$ cat config.mk
export PLATFORM = sky130hd
export DESIGN_NAME = alu_issue_ctrl_flat
export DESIGN_NICKNAME = d
export VERILOG_FILES = /design/src/rtl/alu_issue_ctrl_pkg.sv /design/src/rtl/alu_issue_ctrl_if.sv /design/src/rtl/alu_issue_ctrl_regfile.sv /design/src/rtl/alu_issue_ctrl.sv /design/src/flat_wrapper.sv
export SDC_FILE = /design/constraint.sdc
export NUM_CORES = 1
export LEC_CHECK = 0
export ABC_AREA = 0
export ABC_CLOCK_PERIOD_IN_PS = 1910
export CORE_MARGIN = 2
export CORE_UTILIZATION = 50
export DETAILED_ROUTE_END_ITERATION = 8
export PLACE_DENSITY = 0.76
export SLEW_MARGIN = 20
export SYNTH_ARGS = -nofsm -noshare
export SYNTH_HDL_FRONTEND = slang
export SYNTH_SLANG_ARGS = --single-unit
export TNS_END_PERCENT = 50
$ cat constraint.sdc
create_clock -name clk -period 1.91 [get_ports clk]
set_input_delay 0.382 -clock clk [delete_from_list [all_inputs] [get_ports clk]]
set_output_delay 0.382 -clock clk [all_outputs]
set_load 0.01 [all_outputs]
$ cat src/rtl/alu_issue_ctrl_pkg.sv
// Shared ALU definitions: datapath width, opcodes, instruction field layout
// and the issue-controller state encoding.
package alu_pkg;

   localparam int DW  = 16;
   localparam int IW  = 16;
   localparam int OPW = 4;

   localparam int F_OP_LSB = 12;
   localparam int F_RD_LSB = 9;
   localparam int F_RA_LSB = 6;
   localparam int F_RB_LSB = 3;
   localparam int F_BA_BIT = 2;

   typedef enum logic [OPW-1:0] {
      OP_ADD   = 4'd0,
      OP_ADDSC = 4'd1,
      OP_SUB   = 4'd2,
      OP_ADD2B = 4'd3,
      OP_MUL   = 4'd4,
      OP_AND   = 4'd5,
      OP_SHL   = 4'd6,
      OP_SCALE = 4'd7
   } alu_op_e;

   typedef enum logic [2:0] {
      S_IDLE  = 3'd0,
      S_ISSUE = 3'd1,
      S_EXEC  = 3'd2,
      S_WB    = 3'd3,
      S_RESP  = 3'd4
   } state_e;

   // The ALU implements opcodes 0..OP_SCALE only.
   function automatic logic op_illegal(input logic [OPW-1:0] op);
      return op > OP_SCALE;
   endfunction

endpackage

$ cat src/rtl/alu_issue_ctrl_if.sv
// Instruction, response, ALU-drive and host-load signals of the issue controller.
interface alu_issue_ctrl_if #(
   parameter int DW = 16,
   parameter int AW = 3
);
   import alu_pkg::*;

   logic          instr_valid;
   logic          instr_ready;
   logic [IW-1:0] instr;
   logic [DW-1:0] alu_a;
   logic [DW-1:0] alu_b;
   logic [3:0]    alu_op;
   logic          alu_ba;
   logic [DW-1:0] alu_out;
   logic          alu_carry;
   logic          rsp_valid;
   logic          rsp_ready;
   logic [DW-1:0] rsp_data;
   logic          rsp_carry;
   logic          rsp_err;
   logic          host_we;
   logic [AW-1:0] host_addr;
   logic [DW-1:0] host_wdata;
   logic          busy;

   modport slave (
      input  instr_valid, instr, alu_out, alu_carry, rsp_ready,
             host_we, host_addr, host_wdata,
      output instr_ready, alu_a, alu_b, alu_op, alu_ba,
             rsp_valid, rsp_data, rsp_carry, rsp_err, busy
   );

   modport master (
      output instr_valid, instr, alu_out, alu_carry, rsp_ready,
             host_we, host_addr, host_wdata,
      input  instr_ready, alu_a, alu_b, alu_op, alu_ba,
             rsp_valid, rsp_data, rsp_carry, rsp_err, busy
   );

endinterface

$ cat src/rtl/alu_issue_ctrl_regfile.sv
// NREG x DW register file: two async read ports, one sync write port,
// entry 0 hardwired to zero, asynchronous active-low clear.
module alu_regfile #(
   parameter int DW   = 16,
   parameter int NREG = 8,
   parameter int AW   = 3
) (
   input  logic          i_clk,
   input  logic          i_rst_n,
   input  logic          i_we,
   input  logic [AW-1:0] i_waddr,
   input  logic [DW-1:0] i_wdata,
   input  logic [AW-1:0] i_raddr_a,
   output logic [DW-1:0] o_rdata_a,
   input  logic [AW-1:0] i_raddr_b,
   output logic [DW-1:0] o_rdata_b
);

   logic [DW-1:0] r_mem [NREG];

   always_ff @(posedge i_clk or negedge i_rst_n) begin
      if (!i_rst_n) begin
         for (int unsigned i = 0; i < NREG; i++) begin
            r_mem[i] <= '0;
         end
      end else if (i_we && (i_waddr != '0)) begin
         r_mem[i_waddr] <= i_wdata;
      end
   end

   assign o_rdata_a = (i_raddr_a == '0) ? '0 : r_mem[i_raddr_a];
   assign o_rdata_b = (i_raddr_b == '0) ? '0 : r_mem[i_raddr_b];

endmodule

$ cat src/rtl/alu_issue_ctrl.sv
// Multi-cycle issue controller: accept instruction, read operands, drive the
// ALU, capture result/carry, write back, then hand out a response.
module alu_issue_ctrl #(
   parameter int DW   = 16,
   parameter int NREG = 8,
   parameter int AW   = 3
) (
   input  logic            clk,
   input  logic            rst_n,
   alu_issue_ctrl_if.slave bus
);
   import alu_pkg::*;

   state_e          r_state;
   logic            r_instr_ready;
   logic            r_busy;
   logic [OPW-1:0]  r_op;
   logic [AW-1:0]   r_rd;
   logic [AW-1:0]   r_ra;
   logic [AW-1:0]   r_rb;
   logic            r_ba;
   logic [DW-1:0]   r_alu_a;
   logic [DW-1:0]   r_alu_b;
   logic [OPW-1:0]  r_alu_op;
   logic            r_alu_ba;
   logic            r_rsp_valid;
   logic [DW-1:0]   r_rsp_data;
   logic            r_rsp_carry;
   logic            r_rsp_err;

   logic            w_accept;
   logic            w_we;
   logic [AW-1:0]   w_waddr;
   logic [DW-1:0]   w_wdata;
   logic [DW-1:0]   w_rdata_a;
   logic [DW-1:0]   w_rdata_b;
   logic            w_unused_rsvd;

   assign w_accept      = r_instr_ready && bus.instr_valid;
   assign w_unused_rsvd = ^bus.instr[1:0];

   // Host port owns the write port in IDLE, writeback owns it in WB.
   always_comb begin
      w_we    = 1'b0;
      w_waddr = '0;
      w_wdata = '0;
      if (r_state == S_IDLE) begin
         w_we    = bus.host_we;
         w_waddr = bus.host_addr;
         w_wdata = bus.host_wdata;
      end else if (r_state == S_WB) begin
         w_we    = 1'b1;
         w_waddr = r_rd;
         w_wdata = r_rsp_data;
      end
   end

   alu_regfile #(
      .DW   (DW),
      .NREG (NREG),
      .AW   (AW)
   ) u_regfile (
      .i_clk     (clk),
      .i_rst_n   (rst_n),
      .i_we      (w_we),
      .i_waddr   (w_waddr),
      .i_wdata   (w_wdata),
      .i_raddr_a (r_ra),
      .o_rdata_a (w_rdata_a),
      .i_raddr_b (r_rb),
      .o_rdata_b (w_rdata_b)
   );

   always_ff @(posedge clk or negedge rst_n) begin
      if (!rst_n) begin
         r_state       <= S_IDLE;
         r_instr_ready <= 1'b1;
         r_busy        <= 1'b0;
         r_op          <= '0;
         r_rd          <= '0;
         r_ra          <= '0;
         r_rb          <= '0;
         r_ba          <= 1'b0;
         r_alu_a       <= '0;
         r_alu_b       <= '0;
         r_alu_op      <= '0;
         r_alu_ba      <= 1'b0;
         r_rsp_valid   <= 1'b0;
         r_rsp_data    <= '0;
         r_rsp_carry   <= 1'b0;
         r_rsp_err     <= 1'b0;
      end else begin
         case (r_state)
            S_IDLE: begin
               if (w_accept) begin
                  r_op          <= bus.instr[F_OP_LSB +: OPW];
                  r_rd          <= bus.instr[F_RD_LSB +: AW];
                  r_ra          <= bus.instr[F_RA_LSB +: AW];
                  r_rb          <= bus.instr[F_RB_LSB +: AW];
                  r_ba          <= bus.instr[F_BA_BIT];
                  r_instr_ready <= 1'b0;
                  r_busy        <= 1'b1;
                  // Illegal opcodes skip the ALU and writeback entirely.
                  if (op_illegal(bus.instr[F_OP_LSB +: OPW])) begin
                     r_state     <= S_RESP;
                     r_rsp_valid <= 1'b1;
                     r_rsp_err   <= 1'b1;
                     r_rsp_data  <= '0;
                     r_rsp_carry <= 1'b0;
                  end else begin
                     r_state     <= S_ISSUE;
                     r_rsp_err   <= 1'b0;
                  end
               end
            end
            S_ISSUE: begin
               r_alu_a  <= w_rdata_a;
               r_alu_b  <= w_rdata_b;
               r_alu_op <= r_op;
               r_alu_ba <= r_ba;
               r_state  <= S_EXEC;
            end
            S_EXEC: begin
               r_rsp_data  <= bus.alu_out;
               r_rsp_carry <= bus.alu_carry;
               r_state     <= S_WB;
            end
            S_WB: begin
               r_rsp_valid <= 1'b1;
               r_state     <= S_RESP;
            end
            S_RESP: begin
               if (bus.rsp_ready) begin
                  r_rsp_valid   <= 1'b0;
                  r_instr_ready <= 1'b1;
                  r_busy        <= 1'b0;
                  r_state       <= S_IDLE;
               end
            end
            default: begin
               r_rsp_valid   <= 1'b0;
               r_instr_ready <= 1'b1;
               r_busy        <= 1'b0;
               r_state       <= S_IDLE;
            end
         endcase
      end
   end

   assign bus.instr_ready = r_instr_ready;
   assign bus.busy        = r_busy;
   assign bus.alu_a       = r_alu_a;
   assign bus.alu_b       = r_alu_b;
   assign bus.alu_op      = r_alu_op;
   assign bus.alu_ba      = r_alu_ba;
   assign bus.rsp_valid   = r_rsp_valid;
   assign bus.rsp_data    = r_rsp_data;
   assign bus.rsp_carry   = r_rsp_carry;
   assign bus.rsp_err     = r_rsp_err;

endmodule

$ cat src/flat_wrapper.sv
// flat-port wrapper written by rule: the top's interface ports become plain ports
module alu_issue_ctrl_flat import alu_pkg::*;
#(
   parameter int DW   = 16,
   parameter int NREG = 8,
   parameter int AW   = 3
)
  (clk, rst_n, bus_instr_valid, bus_instr, bus_alu_out, bus_alu_carry, bus_rsp_ready, bus_host_we, bus_host_addr, bus_host_wdata, bus_instr_ready, bus_alu_a, bus_alu_b, bus_alu_op, bus_alu_ba, bus_rsp_valid, bus_rsp_data, bus_rsp_carry, bus_rsp_err, bus_busy);
  alu_issue_ctrl_if #(.DW(DW), .AW(AW)) bus_i ();
  input  logic clk;
  input  logic rst_n;
  input wire logic [$bits(bus_i.instr_valid)-1:0] bus_instr_valid;
  input wire logic [$bits(bus_i.instr)-1:0] bus_instr;
  input wire logic [$bits(bus_i.alu_out)-1:0] bus_alu_out;
  input wire logic [$bits(bus_i.alu_carry)-1:0] bus_alu_carry;
  input wire logic [$bits(bus_i.rsp_ready)-1:0] bus_rsp_ready;
  input wire logic [$bits(bus_i.host_we)-1:0] bus_host_we;
  input wire logic [$bits(bus_i.host_addr)-1:0] bus_host_addr;
  input wire logic [$bits(bus_i.host_wdata)-1:0] bus_host_wdata;
  output wire logic [$bits(bus_i.instr_ready)-1:0] bus_instr_ready;
  output wire logic [$bits(bus_i.alu_a)-1:0] bus_alu_a;
  output wire logic [$bits(bus_i.alu_b)-1:0] bus_alu_b;
  output wire logic [$bits(bus_i.alu_op)-1:0] bus_alu_op;
  output wire logic [$bits(bus_i.alu_ba)-1:0] bus_alu_ba;
  output wire logic [$bits(bus_i.rsp_valid)-1:0] bus_rsp_valid;
  output wire logic [$bits(bus_i.rsp_data)-1:0] bus_rsp_data;
  output wire logic [$bits(bus_i.rsp_carry)-1:0] bus_rsp_carry;
  output wire logic [$bits(bus_i.rsp_err)-1:0] bus_rsp_err;
  output wire logic [$bits(bus_i.busy)-1:0] bus_busy;
  assign bus_i.instr_valid = bus_instr_valid;
  assign bus_i.instr = bus_instr;
  assign bus_i.alu_out = bus_alu_out;
  assign bus_i.alu_carry = bus_alu_carry;
  assign bus_i.rsp_ready = bus_rsp_ready;
  assign bus_i.host_we = bus_host_we;
  assign bus_i.host_addr = bus_host_addr;
  assign bus_i.host_wdata = bus_host_wdata;
  assign bus_instr_ready = bus_i.instr_ready;
  assign bus_alu_a = bus_i.alu_a;
  assign bus_alu_b = bus_i.alu_b;
  assign bus_alu_op = bus_i.alu_op;
  assign bus_alu_ba = bus_i.alu_ba;
  assign bus_rsp_valid = bus_i.rsp_valid;
  assign bus_rsp_data = bus_i.rsp_data;
  assign bus_rsp_carry = bus_i.rsp_carry;
  assign bus_rsp_err = bus_i.rsp_err;
  assign bus_busy = bus_i.busy;
  alu_issue_ctrl #(.DW(DW), .NREG(NREG), .AW(AW)) u_core (.clk(clk), .rst_n(rst_n), .bus(bus_i));
endmodule
; Word-level counts from Yosys, hierarchy flattened
; Index checks and enable logic that the tools add are counted.
[op_classes]
muxes = 37
order_cmp = 5
n_bitwise = 5
reduce_logical = 15
eq_ne = 7
[op_table]
columns = cell, count
row1 = 16-bit two-way mux, 11
row2 = 128-bit bitwise mux, 1
row3 = 16-bit binary-select mux with 3-bit select, 2
row4 = 16-bit demux with 3-bit select, 1
row5 = 16-bit one-hot mux with 2 select lines, 1
row6 = 3-bit two-way mux, 5
row7 = 3-bit one-hot mux with 5 select lines, 1
row8 = 4-bit >= comparator (second input constant), 3
row9 = 3-bit inverter with 4-bit output, 3
row10 = 1-bit two-way mux, 11
row11 = 3-bit zero test, 3
row12 = 3-bit by 2-bit equality test with 1-bit output (second input constant), 2
row13 = 1-bit one-hot mux with 3 select lines, 2
row14 = 3-bit AND reduction, 2
row15 = 4-bit by 3-bit greater-than comparator with 1-bit output (second input constant), 1
row16 = 4-bit by 1-bit less-than comparator with 1-bit output (second input constant), 1
row17 = 2-bit != test (second input constant), 2
row18 = 1-bit one-hot mux with 4 select lines, 1
row19 = 2-bit AND reduction, 2
row20 = 4-bit AND reduction, 1
row21 = 3-bit by 1-bit equality test with 1-bit output (second input constant), 1
row22 = 3-bit equality test (second input constant), 1
row23 = 1-bit logical AND, 3
row24 = 3-bit nonzero test, 1
row25 = other kinds (6), 7
[word_totals]
ff_bits = 203
out_inout_bits = 58
wordCells = 93
in_bits = 57

; Logic depth before layout (Yosys ltp)
[logic_depth]
depth_word = 9
depth_mapped = 7
mapped_depth_nobuf = 4

; By module
; Synthesis repeated with hierarchy kept, for this count alone.
[unflattened]
hier_cells = 669
hier_area_um2 = 9389.0
[by_module_without_submodules]
columns = mod, seq_area_each_um2, cells_each, area_per_inst_um2, instances
row1 = alu_regfile, 2802.7, 461, 6259.8, 1
row2 = alu_issue_ctrl, 1878.1, 208, 3129.3, 1

; Least setup slack after synthesis
; OpenSTA, ideal clock, no wires.
[synth_path]
path_kind = register to register
startpoint = reg u_core.r_state[0]
endpoint = reg u_core.u_regfile.r_mem[48] in the netlist's numbering
required_ns = 1.785
setup_time_ns = 0.125
period_less_slack_ns = 1.950
path_buffers = 1
slack_ns = -0.040
arrival_ns = 1.825
path_stages_with_launch = 6
path_cell_list = dfrtp_1 or4b_1 a21o_4 nor2_8 buf_12 mux2_4
[synth_via]
elab_chain_cells = 9
word_cells_on_any_way = 17
classes_between = order compare (2) / eq/ne (1) / mux (9) / bitwise (1) / reduce/logical (4)
[synth_rtl]
columns = element, line
row1 = "start, declared", alu_issue_ctrl.sv:14  ; state_e r_state;
row2 = "start signal, assigned", alu_issue_ctrl.sv:76  ; r_state <= S_IDLE;
row3 = "start signal, assigned", alu_issue_ctrl.sv:105  ; r_state <= S_RESP;
row4 = "start signal, assigned", alu_issue_ctrl.sv:111  ; r_state <= S_ISSUE;
row5 = 3-bit by 2-bit equality test with 1-bit output, alu_issue_ctrl.sv:51  ; end else if (r_state == S_WB) begin
row6 = 3-bit two-way mux, alu_issue_ctrl.sv:51
row7 = 3-bit two-way mux, alu_issue_ctrl.sv:47  ; if (r_state == S_IDLE) begin
row8 = 3-bit inverter with 4-bit output (implied by the code), alu_issue_ctrl_regfile.sv:27  ; r_mem[i_waddr] <= i_wdata;
row9 = 4-bit >= comparator (implied by the code) or 4-bit by 1-bit less-than comparator with 1-bit output (tied branches), alu_issue_ctrl_regfile.sv:27
row10 = 1-bit logical AND (implied by the code), alu_issue_ctrl_regfile.sv:27
row11 = 16-bit two-way mux (implied by the code), alu_issue_ctrl_regfile.sv:27
row12 = 16-bit demux with 3-bit select, alu_issue_ctrl_regfile.sv:27
row13 = 128-bit bitwise mux, alu_issue_ctrl_regfile.sv:27
row14 = "end signal, assigned by index", alu_issue_ctrl_regfile.sv:27
row15 = "end, declared", alu_issue_ctrl_regfile.sv:19  ; logic [DW-1:0] r_mem [NREG];
; Parallel ways exist; a longest one is shown, timed or not.
; A chain may end at the register's enable or synchronous reset.

; Worst setup path after layout
[layout_path]
startpoint = reg u_core.r_state[0]
endpoint = reg u_core.u_regfile.r_mem[94] in the netlist's numbering
; The elaborated chain is that of the path after synthesis.

==> metrics.md <==
| Metric | Value |
|---|---|
| Instance area at placement | roughly 11000 µm² |
| Startpoint of the most critical register-to-register path | u_core.r_state[0] |
| Routability congestion estimate | 0.831 |
| Time the worst path needs with I/O delays and setup | 1940 ps |
| Master cell of the clock root buffer | sky130_fd_sc_hd__clkbuf_16 |
| Number of warning messages in the yosys log | 0 |
| Initial Utilization | 0.513 |
| Standard-cell row count | roughly 50 |
| Switching power of the nets | between 7 and 8 mW |
| Area of the die | about 20000 µm² |
| Period utilisation layout | 1.01 |
| Cell internal pwr | roughly 13 mW |
| Synth Flop Type | sky130_fd_sc_hd__dfrtp_1 |
| GRT Overall Usage | 0.253 |
| Critical path's slowest cell | sky130_fd_sc_hd__or4b_4 |
| Post-synth EDFFs | 0 |
| Post-route cell area | 12000 µm² |
| Via count of the first global-routing pass | 7102 |
| Worst EP required | around 2200 ps |
| Post-Synthesis Mean Instance Area | roughly 13 µm² |
| Antenna diode instance count | 0 |
| Core Region | 18100 µm² |
| Wire length of the first global-routing pass | roughly 40000 µm |
| Hold Vio Cnt, Final | 0 |
| Syn_nets | between 700 and 800 |
| Count of buffers inserted at the top-level ports | around 110 |
| Run status | finished, violations left |
| Area added between synthesis and finish | 28.8% |
| Final design utilization | 0.661 |
| Critical path cell sequence | or4b_4 > a21o_4 > nor2_8 > buf_12 > mux2_4 |
| Final max-slew violation count | 0 |
| Clock-pin transition on the worst setup and hold timing paths | ~60 ps |
| Share of cells above drive strength 1 | 0.322 |
| Total standard cell area after synthesis | between 9000 and 10000 µm² |
| Drt first pass iters | 5 |
| Sequential share of power | 0.352 |
| Proportion of total power due to net switching | 0.373 |
| Die Y | 140 µm |
| Proportion of synthesized chip area in sequential cells | 0.504 |
| Yosys reg bits | 187 |
| Arr. time, crit path | between 2000 and 2500 ps |
| Post-CTS setup-driven buffer insertion count | 0 |
| Filler cell count in the final layout | roughly 1200 |
| Critical Path Sink Type | flip-flop |
| Synth async-reset ratio | 1.00 |
| Max-cap violations | 0 |
| Register Area | 4680 µm² |
| IR drop worst, VDD | roughly 0.92 mV |
| Peak per-stage delay on the critical path | between 500 and 600 ps |
| Number of nets in the finished design | 910 |
| Crit path setup slack, layout | -26.4 ps |
| Synth Instances | between 700 and 800 |
| Congestion Overflow GR | 0 |
| Destination of the worst register-to-register timing path | u_core.u_regfile.r_mem[94] |
| Pleak | 5.32 nW |
| Area of the multi-input gates | around 4500 µm² |
| Clock share of power | 0.175 |
| Number of DRC markers in iteration 0 | about 530 |
| Critical Path Start Type | flip-flop |
| Detail Route Antenna Nets | 0 |
| CP Max Fanout | 9 |
| Total of endpoints with negative setup slack in the final report | 44 |
| Number of clock buffers inserted by TritonCTS | 17 |
| Reg2reg setup slack | -30 ps |
| DRC violations left | 0 |
| Total clock sinks | roughly 190 |
| Wire length reported by the detailed router | approximately 25000 µm |
| Depth of the most critical reg-to-reg path | 5 |
| Worst-Margin Slew | about 700 ps |
| Part of the total power dissipated in combinational logic | 0.472 |
| Insertion delay of the later-clocked pin in the worst-skew pair | between 400 and 500 ps |
| Power density of the placed cells | between 1500 and 2000 nW/µm² |
| Critical path start-end classification | reg -> reg |
| Maximum clock skew at final layout | 6.75 ps |
| H-tree levels | 4 |
| Achievable Freq | between 500 and 600 MHz |
| Detailed-route via count | just under 7000 |
| Setup repair after global routing missed its margin | true |
| Violated checks | negative setup slack |
| Number of vias per cell after detailed routing | 6.26 |
| Pin count of the biggest net entering global routing | 47 |
| Synth cell types | 56 |
| Width of the chip | between 100 and 150 µm |
| Number of ports placed on the die boundary | approximately 120 |
| Headroom to the max-slew limit | 0.528 |
| Classification of the worst-slack hold path | in -> async |
| Initial antenna violation count | 0 |
| Clock tree from TritonCTS | yes |
| HPWL reported at the end of detailed placement | between 15000 and 20000 µm |
| Max Root-Sink Buffers | 2 |
| Drt wl/cell | around 23 µm |
-- what timing repair did --
item,4_1_cts,5_1_grt
hold endpoints to repair,38,0
gates resized for setup,32,29
pin swaps,0,4
endpoints found under the setup margin,95,110
hold buffers,1,0
gates cloned,0,1
-- kinds of logic after synthesis --
kind of cell	Yosys count	synth area share
mux	222	0.274
flops	187	0.504
compound gates	152	0.130
simple gates	100	0.0571
buf+inv	61	0.0341
-- cell usage in the layout, fill, tap and decap left out, drive strengths merged, types with 2 or more instances in the layout --
master           n
and2             3
nor3             3
clkinvlp         2
o221ai          15
a22oi           24
a221oi          15
nor2            36
o21ai           15
bufinv           2
a21oi           10
a21o             3
a221o            8
a22o            17
mux2i           60
nand2           40
clkdlybuf4s50  109
nand3b           2
nand2b           2
o22a            15
mux2           161
clkinv           4
o31ai            7
or2              2
dfrtp          186
o22ai            8
nor2b            3
clkbuf          24
a211oi           7
inv              7
nand3            2
a31oi            3
buf             54
-- critical path: cells and delay by family, from the launching register on --
family / cells / cell delay, ps
compound gates: 1 / 290
buf+inv: 1 / 160
flops: 1 / 400
mux: 1 / 310
simple gates: 2 / 650
-- Yosys cell counts, drive strengths merged (8+ instances only) --
| master | n | area, µm² |
|---|---|---|
| a21oi | 10 | 53.8 |
| a221o | 8 | 80.1 |
| a221oi | 15 | 131 |
| a22o | 17 | 149 |
| a22oi | 24 | 180 |
| buf | 23 | 173 |
| clkbuf | 32 | 121 |
| dfrtp | 186 | 4650 |
| mux2 | 161 | 1930 |
| mux2i | 60 | 601 |
| nand2 | 40 | 150 |
| nor2 | 36 | 199 |
| o21ai | 15 | 75.1 |
| o221ai | 15 | 131 |
| o22a | 15 | 131 |
| o22ai | 8 | 50.1 |
-- cell type report --
class                      instances  area share
tap                              229      0.0240
multi-input combinational        474       0.379
inverter                           6     0.00188
sequential                       187       0.392
timing repair buffer             167       0.153
clock buffer                      23      0.0408
clock inverter                     9     0.00931
-- power groups by stage --
| stage | Clock (mW) | Sequential (mW) | Combinational, mW |
|---|---|---|---|
| 3_5_place_dp | 0 | 7.19 | 9.16 |
| 4_1_cts | 3.62 | 7.16 | 9.42 |
| 6_report | 3.60 | 7.22 | 9.68 |
| 3_3_place_gp | 0 | 7.06 | 8.89 |
| 5_1_grt | 3.78 | 7.40 | 10.3 |
| 2_1_floorplan | 0 | 6.91 | 5.69 |
-- layer usage --
metal	up-vias	global-route usage	wire, µm	share of wire
li1	2976	-	-	-
met5	-	0	0	0
met3	66	0.0455	1480	0.060
met4	0	0.104	757	0.031
met2	323	0.408	11700	0.47
met1	3492	0.342	10800	0.44
-- stage by stage --
stage	worst slack (ps)	total power, mW	hold slack [ps]	TNS, ps	instances
final	-26.4	20.5	454	-486	1095
after global routing	-57.3	21.5	498	-2350	1095
after CTS	-43.6	20.2	471	-351	1094
after detailed placement	-476	16.4	360	-35660	1061
after global placement	-445	15.9	349	-32350	1061
after floorplan	-21.0	12.6	86.4	-210	722
-- sequential cells by signal (all words and copies together), names as in the netlist --
register / cells
u_core.bus.alu_a: 16
u_core.bus.alu_b: 16
u_core.bus.alu_ba: 1
u_core.bus.alu_op: 4
u_core.bus.busy: 1
u_core.bus.instr_ready: 1
u_core.bus.rsp_carry: 1
u_core.bus.rsp_data: 16
u_core.bus.rsp_err: 1
u_core.bus.rsp_valid: 1
u_core.r_ba: 1
u_core.r_op: 4
u_core.r_ra: 3
u_core.r_rb: 3
u_core.r_rd: 3
u_core.r_state: 3
u_core.u_regfile.r_mem: 112
-- worst max path at each step --
stage / startpoint / end / slack, ps / cells after the start
after floorplan: u_core.r_state[0] / u_core.u_regfile.r_mem[21] / -20 / 5
after global placement: bus_host_we / u_core.u_regfile.r_mem[19] / -450 / 6
after detailed placement: bus_host_we / u_core.u_regfile.r_mem[20] / -480 / 6
after CTS: u_core.r_state[1] / u_core.u_regfile.r_mem[31] / -40 / 5
after global routing: u_core.r_state[1] / u_core.u_regfile.r_mem[54] / -60 / 5
final: u_core.r_state[0] / u_core.u_regfile.r_mem[94] / -30 / 5
(Power assumes the default switching activity.)
